<file path="src/rtl/core_seq.sv">
// ----------------------------------------------------------------------------
// core_seq : multi-cycle instruction sequencer for a simple in-order core.
//
// Walks each instruction through FETCH -> DECODE -> EXEC -> (MEM) -> (WB) and
// drives the datapath strobes. It can park in HALTED between instructions.
//
// Ports
//   clk        : single clock, rising edge
//   rst        : synchronous, active-high reset
//   mem_ack    : memory completed current request; read data valid this cycle
//   halt       : stop issuing fetches at the next instruction boundary
//   is_load .. is_fencei, rd_w : decode flags from the instruction register
//   mem_req    : memory request active
//   mem_we     : request is a write
//   addr_sel   : memory address source, 0 = PC, 1 = ALU result
//   ir_we      : load instruction register from memory read data
//   pc_we      : commit next PC
//   rf_we      : register-file write enable
//   retire     : one-cycle pulse, instruction completed
//   state      : current FSM state encoding
//   instret    : retired-instruction count (wraps modulo 2^CNT_W)
// ----------------------------------------------------------------------------
module core_seq #(
   parameter int XLEN  = 32,
   parameter int CNT_W = 64
) (
   input  logic             clk,
   input  logic             rst,
   input  logic             mem_ack,
   input  logic             halt,
   input  logic             is_load,
   input  logic             is_store,
   input  logic             is_branch,
   input  logic             is_jmp,
   input  logic             rd_w,
   input  logic             is_fence,
   input  logic             is_fencei,
   output logic             mem_req,
   output logic             mem_we,
   output logic             addr_sel,
   output logic             ir_we,
   output logic             pc_we,
   output logic             rf_we,
   output logic             retire,
   output logic [2:0]       state,
   output logic [CNT_W-1:0] instret
);

   typedef enum logic [2:0] {
      FETCH  = 3'd0,
      DECODE = 3'd1,
      EXEC   = 3'd2,
      MEM    = 3'd3,
      WB     = 3'd4,
      HALTED = 3'd5
   } state_t;

   state_t state_q;
   state_t state_d;
   state_t boundary_nxt;
   logic   retire_raw;

   // Branch/jump/fence flags only steer the datapath; the sequencer treats
   // every non-memory, non-writeback instruction identically.
   logic unused_flags;
   assign unused_flags = ^{is_branch, is_jmp, is_fence, is_fencei};

   // Instruction boundary: park in HALTED if a halt is pending.
   assign boundary_nxt = halt ? HALTED : FETCH;

   always_comb begin
      state_d    = state_q;
      mem_req    = 1'b0;
      mem_we     = 1'b0;
      addr_sel   = 1'b0;
      ir_we      = 1'b0;
      pc_we      = 1'b0;
      rf_we      = 1'b0;
      retire_raw = 1'b0;
      case (state_q)
         FETCH: begin
            mem_req = 1'b1;
            if (mem_ack) begin
               ir_we   = 1'b1;
               state_d = DECODE;
            end
         end
         DECODE: state_d = EXEC;
         EXEC: begin
            if (is_load || is_store) begin
               state_d = MEM;
            end else if (rd_w) begin
               state_d = WB;
            end else begin
               pc_we      = 1'b1;
               retire_raw = 1'b1;
               state_d    = boundary_nxt;
            end
         end
         MEM: begin
            mem_req  = 1'b1;
            addr_sel = 1'b1;
            mem_we   = is_store;
            if (mem_ack) begin
               if (is_store) begin
                  pc_we      = 1'b1;
                  retire_raw = 1'b1;
                  state_d    = boundary_nxt;
               end else begin
                  state_d = WB;
               end
            end
         end
         WB: begin
            rf_we      = rd_w;
            pc_we      = 1'b1;
            retire_raw = 1'b1;
            state_d    = boundary_nxt;
         end
         HALTED: begin
            if (!halt) state_d = FETCH;
         end
         default: state_d = FETCH;
      endcase
   end

   // A reset edge discards the instruction in flight, so it must not count.
   assign retire = retire_raw & ~rst;
   assign state  = state_q;

   // State / counter register boundary
   always_ff @(posedge clk) begin
      if (rst) begin
         state_q <= FETCH;
         instret <= '0;
      end else begin
         state_q <= state_d;
         if (retire) instret <= instret + 1'b1;
      end
   end

endmodule

</file>
<file path="config.mk">
export PLATFORM = sky130hd
export DESIGN_NAME = core_seq
export DESIGN_NICKNAME = d
export VERILOG_FILES = /design/src/rtl/core_seq.sv
export SDC_FILE = /design/constraint.sdc
export NUM_CORES = 1
export LEC_CHECK = 0
export BUFFER_PORTS_ARGS = -buffer_cell sky130_fd_sc_hd__buf_4
export CAP_MARGIN = 20
export CORE_ASPECT_RATIO = 2
export CORE_MARGIN = 2
export CORE_UTILIZATION = 58
export CTS_CLUSTER_DIAMETER = 40
export DETAILED_ROUTE_END_ITERATION = 10
export PLACE_DENSITY = 0.82
export RECOVER_POWER = 50
export SLEW_MARGIN = 20
export SYNTH_ARGS = -nofsm -noshare
export SYNTH_HDL_FRONTEND = slang
export SYNTH_SLANG_ARGS = --single-unit
</file>
<file path="constraint.sdc">
create_clock -name clk -period 4.4 [get_ports clk]
set_clock_uncertainty 0.15 [all_clocks]
set_input_delay 0 -clock clk [delete_from_list [all_inputs] [get_ports clk]]
set_output_delay 0 -clock clk [all_outputs]
set_load 0.1 [all_outputs]
</file>
## Yosys cells after proc, flatten, opt, wreduce, memory -nomap -nowiden

Cells that the tools add are included.

| word-level totals | value |
|---|---|
| register bits | 67 |
| latch bits | 0 |
| ROM bits | 0 |
| input bits | 11 |
| bits in writable memories | 0 |
| logic and storage cells | 36 |
| memories kept | 0 |
| output and inout port bits | 74 |

| operators by class | value |
|---|---|
| equality and inequality tests | 8 |
| reduce and logical (&&, ||, !) cells | 4 |
| div/mod/pow operators | 0 |
| multiply operators | 0 |
| mux-type cells | 19 |
| magnitude comparators | 0 |
| add/sub/neg operators | 1 |
| shift operators | 0 |
| bitwise operators | 2 |

Operator list:

| operator | count |
|---|---|
| $add A64 B1 Y64 const B | 1 |
| $mux W3 | 7 |
| $pmux W3 S6 | 1 |
| $mux W1 | 10 |
| $eq A3 B2 Y1 const B | 2 |
| $eq A3 B3 Y1 const B | 2 |
| $ne A2 B2 Y1 const B | 3 |
| $eq A3 B1 Y1 const B | 1 |
| $logic_not A3 Y1 | 1 |
| $pmux W1 S3 | 1 |
| $reduce_and A3 Y1 | 1 |
| $reduce_or A2 Y1 | 1 |
| $and A1 B1 Y1 | 1 |
| $logic_or A1 B1 Y1 | 1 |
| $not A1 Y1 | 1 |

## Longest topological paths before layout

| depth | value |
|---|---|
| depth in word-level cells | 4 |
| mapped depth | 8 |
| gate-level depth less buffers | 6 |

## Least setup slack after synthesis

No wires, ideal clock.

| timing | value |
|---|---|
| kind | register to output |
| from | register state_q[1], in the netlist state[1] |
| to | output port retire |
| data required time | 4250 ps |
| cell stages (with the launch flop) | 4 |
| arrival | 3033 ps |
| path buffers | 0 |
| slack | 1217 ps |
| path through | dfxtp_1 > nor2b_1 > o21ai_0 > a21oi_1 |

| between the ends | value |
|---|---|
| word-level cells in the longest chain between the ends | 3 |
| elaborated cells on any way between the ends | 5 |
| classes of those cells | eq/ne (3); mux (1); bitwise (1) |

Ends and longest elaborated chain:

| item | line | text |
|---|---|---|
| start: declaration | 58 | `state_t state_q;` |
| start signal: assignment | 137 | `state_q <= state_d;` |
| $eq A3 B3 Y1 or $eq A3 B2 Y1 (tied branches) | 80 | `case (state_q)` |
| $pmux W1 S3 * | 80 |  |
| $and A1 B1 Y1 * | 128 | `assign retire = retire_raw & ~rst;` |
| end: declaration | 44 | `output logic retire,` |

Mark *: on every way between the ends. The rest lies on a longest branch, timed or not.

## Final worst setup path

| timing | value |
|---|---|
| from | register state_q[1], in the netlist state[1] |
| to | register instret[52] |

| between the ends | value |
|---|---|
| word-level cells in the longest chain between the ends | 3 |
| elaborated cells on any way between the ends | 5 |
| classes of those cells | eq/ne (3); mux (1); bitwise (1) |

Ends and longest elaborated chain:

| item | line | text |
|---|---|---|
| $eq A3 B3 Y1 or $eq A3 B2 Y1 (tied branches) | 80 |  |
| $pmux W1 S3 * | 80 |  |
| $and A1 B1 Y1 * | 128 |  |
| end signal: assignment | 138 | `if (retire) instret <= instret + 1'b1;` |
| end: declaration | 46 | `output logic [CNT_W-1:0] instret` |

Marked as above.
A chain may end at the register's enable or synchronous reset.

==> metrics.csv <==
metric,value,unit
Placement Setup Slack,1.47,ns
all-layer global routing usage,31.4,%
dominant synthesized flop cell,dfxtp_1,
Leakage,1.25,nW
met1 WL,3800,µm
worst skew pair latency,0.33,ns
power per cell area,342,mW/mm²
worst path arrival time,3.09,ns
die area,0.00687,mm²
Mapped Cells,449,
Inst Count DP,565,
detailed placement HPWL,7190,µm
Setup TNS,0,ns
Post CTS Setup Buffer Count,0,
CTS Root Buffer Type,clkbuf_16,
top routing layer in use,met4,
total gr overflow,0,
Switch Pwr,375,µW
worst vdd rail ir drop,0.282,mV
number of CTS-inserted buffers,9,
top post-synthesis cells by area,"dfxtp_1 37%, a21oi_1 7.3%, o31ai_1 5.2%",
met3 WL,456,µm
Core Rows,40,
Worst Hold Class,input port to flip-flop,
"commonest non-fill, non-tap cell in the layout",clkbuf_1,
period utilization,68.0,%
global-route wire length before repair,16700,µm
TritonCTS clock tree,done,
endpoints failing setup,0,
via count,3882,
routed vias/inst,6.61,
Worst R2R Setup Slack,1.41,ns
met2 WL,5670,µm
min cycle time layout,2.99,ns
Pint,1.08,mW
Mapped Area,0.00359,mm²
routed wire length,10400,µm
Crit Path Category,flip-flop to flip-flop,
I/O pin total,85,
count of pins over their slew limit,0,
Synth area leader,dfxtp_1,
Post-synth EDFFs,0,
largest net degree at the start of global routing,69,
Initial Utilization,59.8,%
"commonest non-fill, non-tap cells in the layout","71 x clkbuf_1, 67 x dfxtp_1, 52 x a21oi_1",
GP Congestion,0.825,
CP endpoint kind,flip-flop,
fmax,334,MHz
max-cap violations,0,
relative slew slack,19.6,%
DRC,0,
cts hold-fix bufs,5,
Logic pwr share,9.3,%
RSZ-0062 raised after global routing,false,
Switching Share,25.8,%
vias in the first global route,3602,
status,"complete, no violations",
power share of the clock group,47.8,%
Syn Nets,461,
post-synthesis cell type count,46,
n_diodes,0,
"antenna viol nets, final",0,
initial antenna violation count,0,
Worst-path clk slew,0.05,ns
Detailed Routing Iterations Pass 1,5,
"Async S/R FF share, synth",0,%
Worst Path Required,4.50,ns
actual slew at the worst max-slew pin,1.21,ns
Avg Inst Size Synth,7.99,µm²
clock sink count,67,
Synth Register Bits,67,
Port Buffers,80,
clock buffer depth,2,
Layout Nets,531,
share of layout cells above drive strength 1,7.25,%
number of H-tree levels,3,
Die X,59.6,µm
Crit Path Max Fanout,12,
Fin. Hold Viols,0,
Die Y,115,µm
post-synth top area share,37.4,%
yosys warns,0,
Sequential Power Share,42.9,%
fillcell total,552,
area grow syn2layout,18.7,%
register area share after synthesis,37.4,%
Layout Cells excl Fill,587,
core area,0.00601,mm²
routed length per instance,17.8,µm
Initial DRC Count,291,
final setup margin,1.41,ns
post_cts resized,0,
CP startpoint kind,flip-flop,
## final cells by class
type,count,area [µm²],area share (%)
multi-input cells,345,2100,49.3
inverters,8,30.0,0.705
flip-flops and latches,67,1340,31.5
repair buffers,88,414,9.73
well taps,63,78.8,1.85
clock inverters,1,5.00,0.118
clock buffers,15,288,6.76
## sequential cells by signal, summed over array words and instances (netlist names)
signal,count
state,3
instret,64
## stage by stage
step                      power, mW  util, %  cell area, µm²  hold slack, ns
after detailed placement      0.775     69.4            4170           0.209
after floorplan               0.745        -            3590          0.0566
after global placement        0.773     69.4            4170           0.197
after global routing           1.49     70.9            4260          0.0796
after CTS                      1.47     75.1            4510          0.0536
final                          1.45     70.9            4260          0.0507
## logic make-up after synthesis
group,after synthesis,share of synthesized area [%]
DFF,67,37.4
adders and majority gates,1,0.349
buffers and inverters,37,4.08
xor gates and xnor gates,14,3.42
muxes,1,0.279
AOI/OAI and AO/OA,128,23.0
and+or+nand+nor,201,31.5
## critical path, stage by stage (launching register included)
cell	delay, ns
dfxtp_1	0.55
nor2b_1	0.39
o21a_1	0.46
o211ai_1	0.40
buf_4	0.30
or4_1	0.51
a21oi_1	0.16
## Yosys cell counts (8+ instances only)
cell type / count
a21oi_1: 52
o21ai_0: 22
or3_1: 18
dfxtp_1: 67
xor2_1: 9
clkbuf_1: 23
or4_1: 25
and3_1: 10
inv_1: 8
o31ai_1: 25
nand4_1: 20
nand3_1: 29
nor2_1: 33
nand2_1: 30
## power groups by stage
stage	logic [mW]	registers (mW)	clock network, mW
floorplan	0.0886	0.656	0
global placement	0.138	0.636	0
detailed placement	0.139	0.636	0
CTS	0.142	0.623	0.703
global route	0.142	0.625	0.726
finish	0.135	0.624	0.695
## final timing paths
check / start / end / depth (start not counted)
worst min-delay path: rst / instret[25] / 2
worst min register to register: instret[63] / instret[63] / 2
worst max-delay path: state[1] / instret[52] / 6
worst max register to register: state[1] / instret[52] / 6
## metal layers
| layer | track usage (%) | up-vias |
|---|---|---|
| li1 | - | 1869 |
| met1 | 32.2 | 1838 |
| met2 | 56.6 | 133 |
| met3 | 6.41 | 42 |
| met4 | 17.9 | 0 |
| met5 | 0 | - |
(Power assumes the default switching activity.)
